## src/rtl/soc2_ram_arbiter.sv

```systemverilog
// Two-port Avalon-MM round-robin arbiter in front of a single-cycle-latency RAM.
// Commands addressed at or beyond DEPTH are accepted and then dropped, and reads to them return zero.
module soc2_ram_arbiter #(
    parameter int ADDR_W = 13,
    parameter int DATA_W = 32,
    parameter int DEPTH  = 5120
) (
    input  logic                clk,
    input  logic                reset,

    input  logic [ADDR_W-1:0]   m0_address,
    input  logic [DATA_W/8-1:0] m0_byteenable,
    input  logic                m0_read,
    input  logic                m0_write,
    input  logic [DATA_W-1:0]   m0_writedata,
    output logic                m0_waitrequest,
    output logic [DATA_W-1:0]   m0_readdata,
    output logic                m0_readdatavalid,

    input  logic [ADDR_W-1:0]   m1_address,
    input  logic [DATA_W/8-1:0] m1_byteenable,
    input  logic                m1_read,
    input  logic                m1_write,
    input  logic [DATA_W-1:0]   m1_writedata,
    output logic                m1_waitrequest,
    output logic [DATA_W-1:0]   m1_readdata,
    output logic                m1_readdatavalid,

    output logic [ADDR_W-1:0]   ram_address,
    output logic [DATA_W/8-1:0] ram_byteenable,
    output logic [DATA_W-1:0]   ram_writedata,
    output logic                ram_chipselect,
    output logic                ram_write,
    output logic                ram_clken,
    input  logic [DATA_W-1:0]   ram_readdata,

    output logic                oor_err
);

    localparam int BE_W = DATA_W / 8;

    logic                last_grant;
    logic                req0, req1;
    logic                gnt0, gnt1, gnt_any;
    logic [ADDR_W-1:0]   sel_addr;
    logic [BE_W-1:0]     sel_be;
    logic [DATA_W-1:0]   sel_wdata;
    logic                sel_write;
    logic                sel_oor;

    logic                rd_valid;
    logic                rd_owner;
    logic                rd_oor;
    logic [DATA_W-1:0]   rd_data;

    always_comb begin
        req0    = m0_read | m0_write;
        req1    = m1_read | m1_write;
        gnt0    = req0 & (~req1 | last_grant);
        gnt1    = req1 & (~req0 | ~last_grant);
        gnt_any = gnt0 | gnt1;

        if (gnt1) begin
            sel_addr  = m1_address;
            sel_be    = m1_byteenable;
            sel_wdata = m1_writedata;
            sel_write = m1_write;
        end else begin
            sel_addr  = m0_address;
            sel_be    = m0_byteenable;
            sel_wdata = m0_writedata;
            sel_write = m0_write;
        end

        // Compared at 64 bits so a DEPTH beyond the address range never truncates.
        sel_oor = gnt_any && ({{(64-ADDR_W){1'b0}}, sel_addr} >= 64'(DEPTH));
    end

    assign m0_waitrequest = req0 & ~gnt0;
    assign m1_waitrequest = req1 & ~gnt1;

    assign ram_address    = sel_addr;
    assign ram_byteenable = sel_be;
    assign ram_writedata  = sel_wdata;
    assign ram_chipselect = gnt_any & ~sel_oor & ~reset;
    assign ram_write      = gnt_any & ~sel_oor & sel_write & ~reset;
    assign ram_clken      = ~reset;

    always_ff @(posedge clk or posedge reset) begin
        if (reset) begin
            last_grant <= 1'b1;
            rd_valid   <= 1'b0;
            rd_owner   <= 1'b0;
            rd_oor     <= 1'b0;
            oor_err    <= 1'b0;
        end else begin
            if (gnt_any)
                last_grant <= gnt1;
            rd_valid <= gnt_any & ~sel_write;
            rd_owner <= gnt1;
            rd_oor   <= sel_oor;
            oor_err  <= sel_oor;
        end
    end

    // Both ports see the same return data; readdatavalid alone tells the owner.
    assign rd_data          = rd_oor ? '0 : ram_readdata;
    assign m0_readdata      = rd_data;
    assign m1_readdata      = rd_data;
    assign m0_readdatavalid = rd_valid & ~rd_owner;
    assign m1_readdatavalid = rd_valid & rd_owner;

endmodule

```

## config.mk

```make
export PLATFORM = sky130hd
export DESIGN_NAME = soc2_ram_arbiter
export DESIGN_NICKNAME = d
export VERILOG_FILES = /design/src/rtl/soc2_ram_arbiter.sv
export SDC_FILE = /design/constraint.sdc
export NUM_CORES = 1
export LEC_CHECK = 0
export BUFFER_PORTS_ARGS = -buffer_cell sky130_fd_sc_hd__buf_2
export CORE_AREA = 2 2 99 101
export DETAILED_ROUTE_END_ITERATION = 16
export DIE_AREA = 0 0 101 103
export PLACE_DENSITY = 0.53
export RECOVER_POWER = 100
export SYNTH_ARGS = -nofsm -noshare
export SYNTH_HDL_FRONTEND = slang
export SYNTH_SLANG_ARGS = --single-unit
```

## constraint.sdc

```tcl
create_clock -name clk -period 1.4 [get_ports clk]
set_input_delay 0.14 -clock clk [delete_from_list [all_inputs] [get_ports clk]]
set_output_delay 0.14 -clock clk [all_outputs]
set_load 0.05 [all_outputs]
```

# == Word-level counts from Yosys, hierarchy flattened ==
# Cells that the tools add are included.
# classes
n_mux,5
reduce_logical,1
bitwise_logic,25
n_lt_le_gt_ge,1
# op_table
cell,count
32-bit 2-to-1 mux,2
"13-bit greater-or-equal comparator, second input constant",1
13-bit 2-to-1 mux,1
1-bit AND,11
1-bit NOT,9
1-bit bitwise OR,5
4-bit 2-to-1 mux,1
1-bit logical AND,1
1-bit 2-to-1 mux,1
# totals
input_bits,136
ff_bits,4

# == Logic depth before layout (Yosys ltp) ==
# logic_depth
word_depth,11
ltp_mapped,4

# == Least setup slack after synthesis ==
# No wires, ideal clock.
# synth_path
path_type,flip-flop to output port
startpoint,reg last_grant
endpoint,out ram_chipselect
stages_incl_launch_ff,5
t_arrival_ns,1.956
slack_ns,-0.696
path_buffers,0
required_time_ns,1.260
cell_sequence,dfstp_2 o21ai_2 o21ai_4 mux2i_1 nor3_1
# synth_via
elab_chain_len,9
word_cells_on_any_way,12
cone_classes,1 x order compare; 1 x mux; 9 x bitwise; 1 x reduce/logical
# synth_lines
element,line_no,rtl
from (decl),42,logic last_grant;
from (signal assigned),98,last_grant <= gnt1;
1-bit NOT,60,gnt1 = req1 & (~req0 | ~last_grant);
1-bit bitwise OR,60,
1-bit AND,60,
13-bit 2-to-1 mux,63,if (gnt1) begin
13-bit greater-or-equal comparator,76,"sel_oor = gnt_any && ({{(64-ADDR_W){1'b0}}, sel_addr} >= 64'(DEPTH));"
1-bit logical AND,76,
1-bit NOT,85,assign ram_chipselect = gnt_any & ~sel_oor & ~reset;
1-bit AND * (2 in series),85,
to (decl),32,"output logic ram_chipselect,"
# Mark *: on every way between the ends. The rest lies on a longest branch, timed or not.

# == Worst setup path after layout ==
# layout_path
startpoint,reg last_grant
endpoint,out ram_writedata[7]
# layout_via
elab_chain_len,4
# layout_lines
element,line_no,rtl
1-bit NOT,60,
1-bit bitwise OR,60,
1-bit AND,60,
32-bit 2-to-1 mux,63,
to (decl),31,"output logic [DATA_W-1:0] ram_writedata,"
# Every way passes these cells.

==> flow_summary.ini <==
[outcome]
outcome = finished, violations left
violations = negative setup slack

[final_layout]
finalNonFillerCells = 505
synthToLayoutAreaGrowth_pct = 163
drive_gt1_share_pct = 94.4
layout.nets = 528
fin_util_pct = 41.6
postLayoutCellArea_sq_um = 3930
n_antenna_cell = 0

[detailed_routing]
wl_per_cell_um = 13.6
dr_wl_met3_um = 655
topRoutingLayerUsed = met3
antenna_left = 0
first_iter_violations = 17
wl_mm = 6.88
wl_met2_mm = 3.94
drtPass1Iterations = 4
post_drt_via_cell_ratio = 3.93
drc = 0
num_vias = 1985
met1_length_mm = 2.28

[synth]
synthMuxAreaShare_pct = 49.9
synth.distinct_cells = 22
yosysTopAreaCellShare_pct = 49.2
synth-seq-cells = 4
synth_nets = 284
synth-simple-area-share_pct = 17.6
ys_top_cells_by_area = mux2_4, buf_4, nor2b_1
ys_seq_area_share_pct = 6.78
netlist_instances = 148
synth.cell_area_sq_um = 1490
yosysWarningCount = 0
synth_top_family_by_area = multiplexers
synth_compound_area_share_pct = 4.10
yosys.area_share.adder_pct = 0
synth_top_cell_by_area = mux2_4
yosys.area_share.xor_xnor_pct = 0
syn_avg_cell_area_sq_um = 10.1

[timing]
max_freq_ghz = 0.540
skew_ps = 1.16
min_period_over_period_pct = 132
tns_ps = -24670
slew_violations = 0
setup_ws_ps = -452
rsz0062_at_grt = yes
setup_viol = 88
tightest_slew_ps = 699
relSlewSlack_pct = 53.6
hold_viol = 0
min_period_ps = 1850
fin_hold_ws_ps = 72.4

[floorplanning]
core_area_sq_um = 9460
rows = 36
die_area_sq_um = 10400
dieHeight_um = 103
io_pins = 257
initial_core_util_pct = 15.8
die_w_um = 101

[pwr]
intPower_mw = 1.84
p_leak_nw = 2.19
switchingPower_mw = 2.25
combPwrFrac_pct = 89.4
ir_worst_vdd_uv = 363
swShare_pct = 54.9
clockPowerShare_pct = 6.6
power_density_nw_per_um2 = 1040
power.total_mw = 4.09
seqPwrFrac_pct = 4.0

[place]
place_area_sq_um = 3020
dpl.cell_count = 493
port_buffers = 256
dp_hpwl_mm = 5.26
place_ws_ps = -317
gp_congestion = 0.811

[clock_tree]
clock_latency_ps = 220
clock_path_buffers = 2
cts_buffers = 3
clkTransAtPathRegs_ps = 40
cts_tree = done
clock-root-buffer = clkbuf_8
h-tree-depth = 1
cts_sinks = 4

[grt]
grt_pass1_vias = 1975
antenna_found_initial = 0
grt_pass1_wl_mm = 9.48
grt_usage_pct = 11.4
grt_max_degree = 22
grt-ovfl-total = 0

[setup_path]
cp_top_family = flip-flops
worstPathRequired_ps = 1260
crit_path_start_kind = flip-flop
path_buf_inv = 2
cp_slowest_cell = dfstp_2
critPathMaxFanout = 21
worstPathArrival_ps = 1710
slowest_delay_ps = 530
path_cells = o21ai_2 > o21ai_4 > buf_12 > mux2_4 > buf_6
critPathKind = reg2out
end_kind = output port

[flow_run]
drv_cap = 0

[hold_path]
hp-class = in2async
[Yosys cell counts]
master,count
nand2b_1,1
o31a_1,1
inv_1,4
nor2b_1,34
o21ai_4,1
mux2_4,49
o22ai_1,1
clkbuf_1,3
buf_6,5
buf_4,32
a21oi_1,1
nor4_1,1
nor4b_2,1
dfstp_2,1
nor3_1,1
dfrtp_1,3
mux2i_1,1
a31oi_1,1
nor2_1,3
and2_1,1
o21ai_0,2
o21ai_2,1
[power by group through the flow]
stage / Sequential, mW / Combinational (mW) / Clock [mW]
finish: 0.163 / 3.66 / 0.270
global placement: 0.160 / 2.97 / 0
detailed placement: 0.161 / 2.98 / 0
global route: 0.166 / 3.80 / 0.282
floorplan: 0.180 / 2.57 / 0
CTS: 0.162 / 3.53 / 0.278
[final timing paths]
kind                                  from               end  slack (ps)  cells after the start
max in group asynchronous            reset            rd_oor         720                      3
worst min register to register  last_grant        last_grant         610                      2
worst max register to register  last_grant            rd_oor         -20                      5
worst min-delay path                 reset        last_grant          70                      2
min in group clk                   m0_read        last_grant         200                      3
worst max-delay path            last_grant  ram_writedata[7]        -450                      5
[state kept, by name (all words and copies together), names as in the netlist]
| register | flops |
|---|---|
| last_grant | 1 |
| rd_owner | 1 |
| rd_oor | 1 |
| rd_valid | 1 |
[logic make-up (layout without fill, tap and decap cells)]
| logic type | count (synthesis) | count (layout) |
|---|---|---|
| mux | 50 | 50 |
| buf+inv | 44 | 287 |
| simple gates | 42 | 42 |
| compound gates | 8 | 8 |
| flops | 4 | 4 |
[per-layer routing]
layer	track usage, %	up-vias
li1	-	954
met1	12.7	892
met2	23.0	139
met3	2.03	0
met4	1.56	0
met5	0	-
[area by class of cell]
cell class / instances / area (sq um)
Sequential cell: 4 / 105
Clock buffer: 4 / 45.0
Fill cell: 906 / 5530
Timing Repair Buffer: 279 / 2280
Inverter: 4 / 15.0
Tap cell: 114 / 143
Multi-Input combinational cell: 100 / 1350
[layout by cell type (no fill, tap or decap), types with 2 or more instances in the layout]
cell type    n
buf_2      156
dfrtp_1      2
o21ai_0      2
nor2b_4     33
buf_12       6
inv_1        4
buf_4       13
buf_8       33
clkbuf_1     3
mux2_4      49
clkbuf_2     2
nor2_1       2
clkbuf_8     3
buf_6       65
[what timing repair did]
item | in CTS | in global routing
endpoints found under the setup margin | 117 | 117
resized for setup | 190 | 62
buffers inserted | 5 | 2
hold buffers | 1 | 0
pin swaps | 2 | 1
gates cloned | 2 | 1
endpoints found under the hold margin | 3 | 0
(Power assumes the default switching activity.)
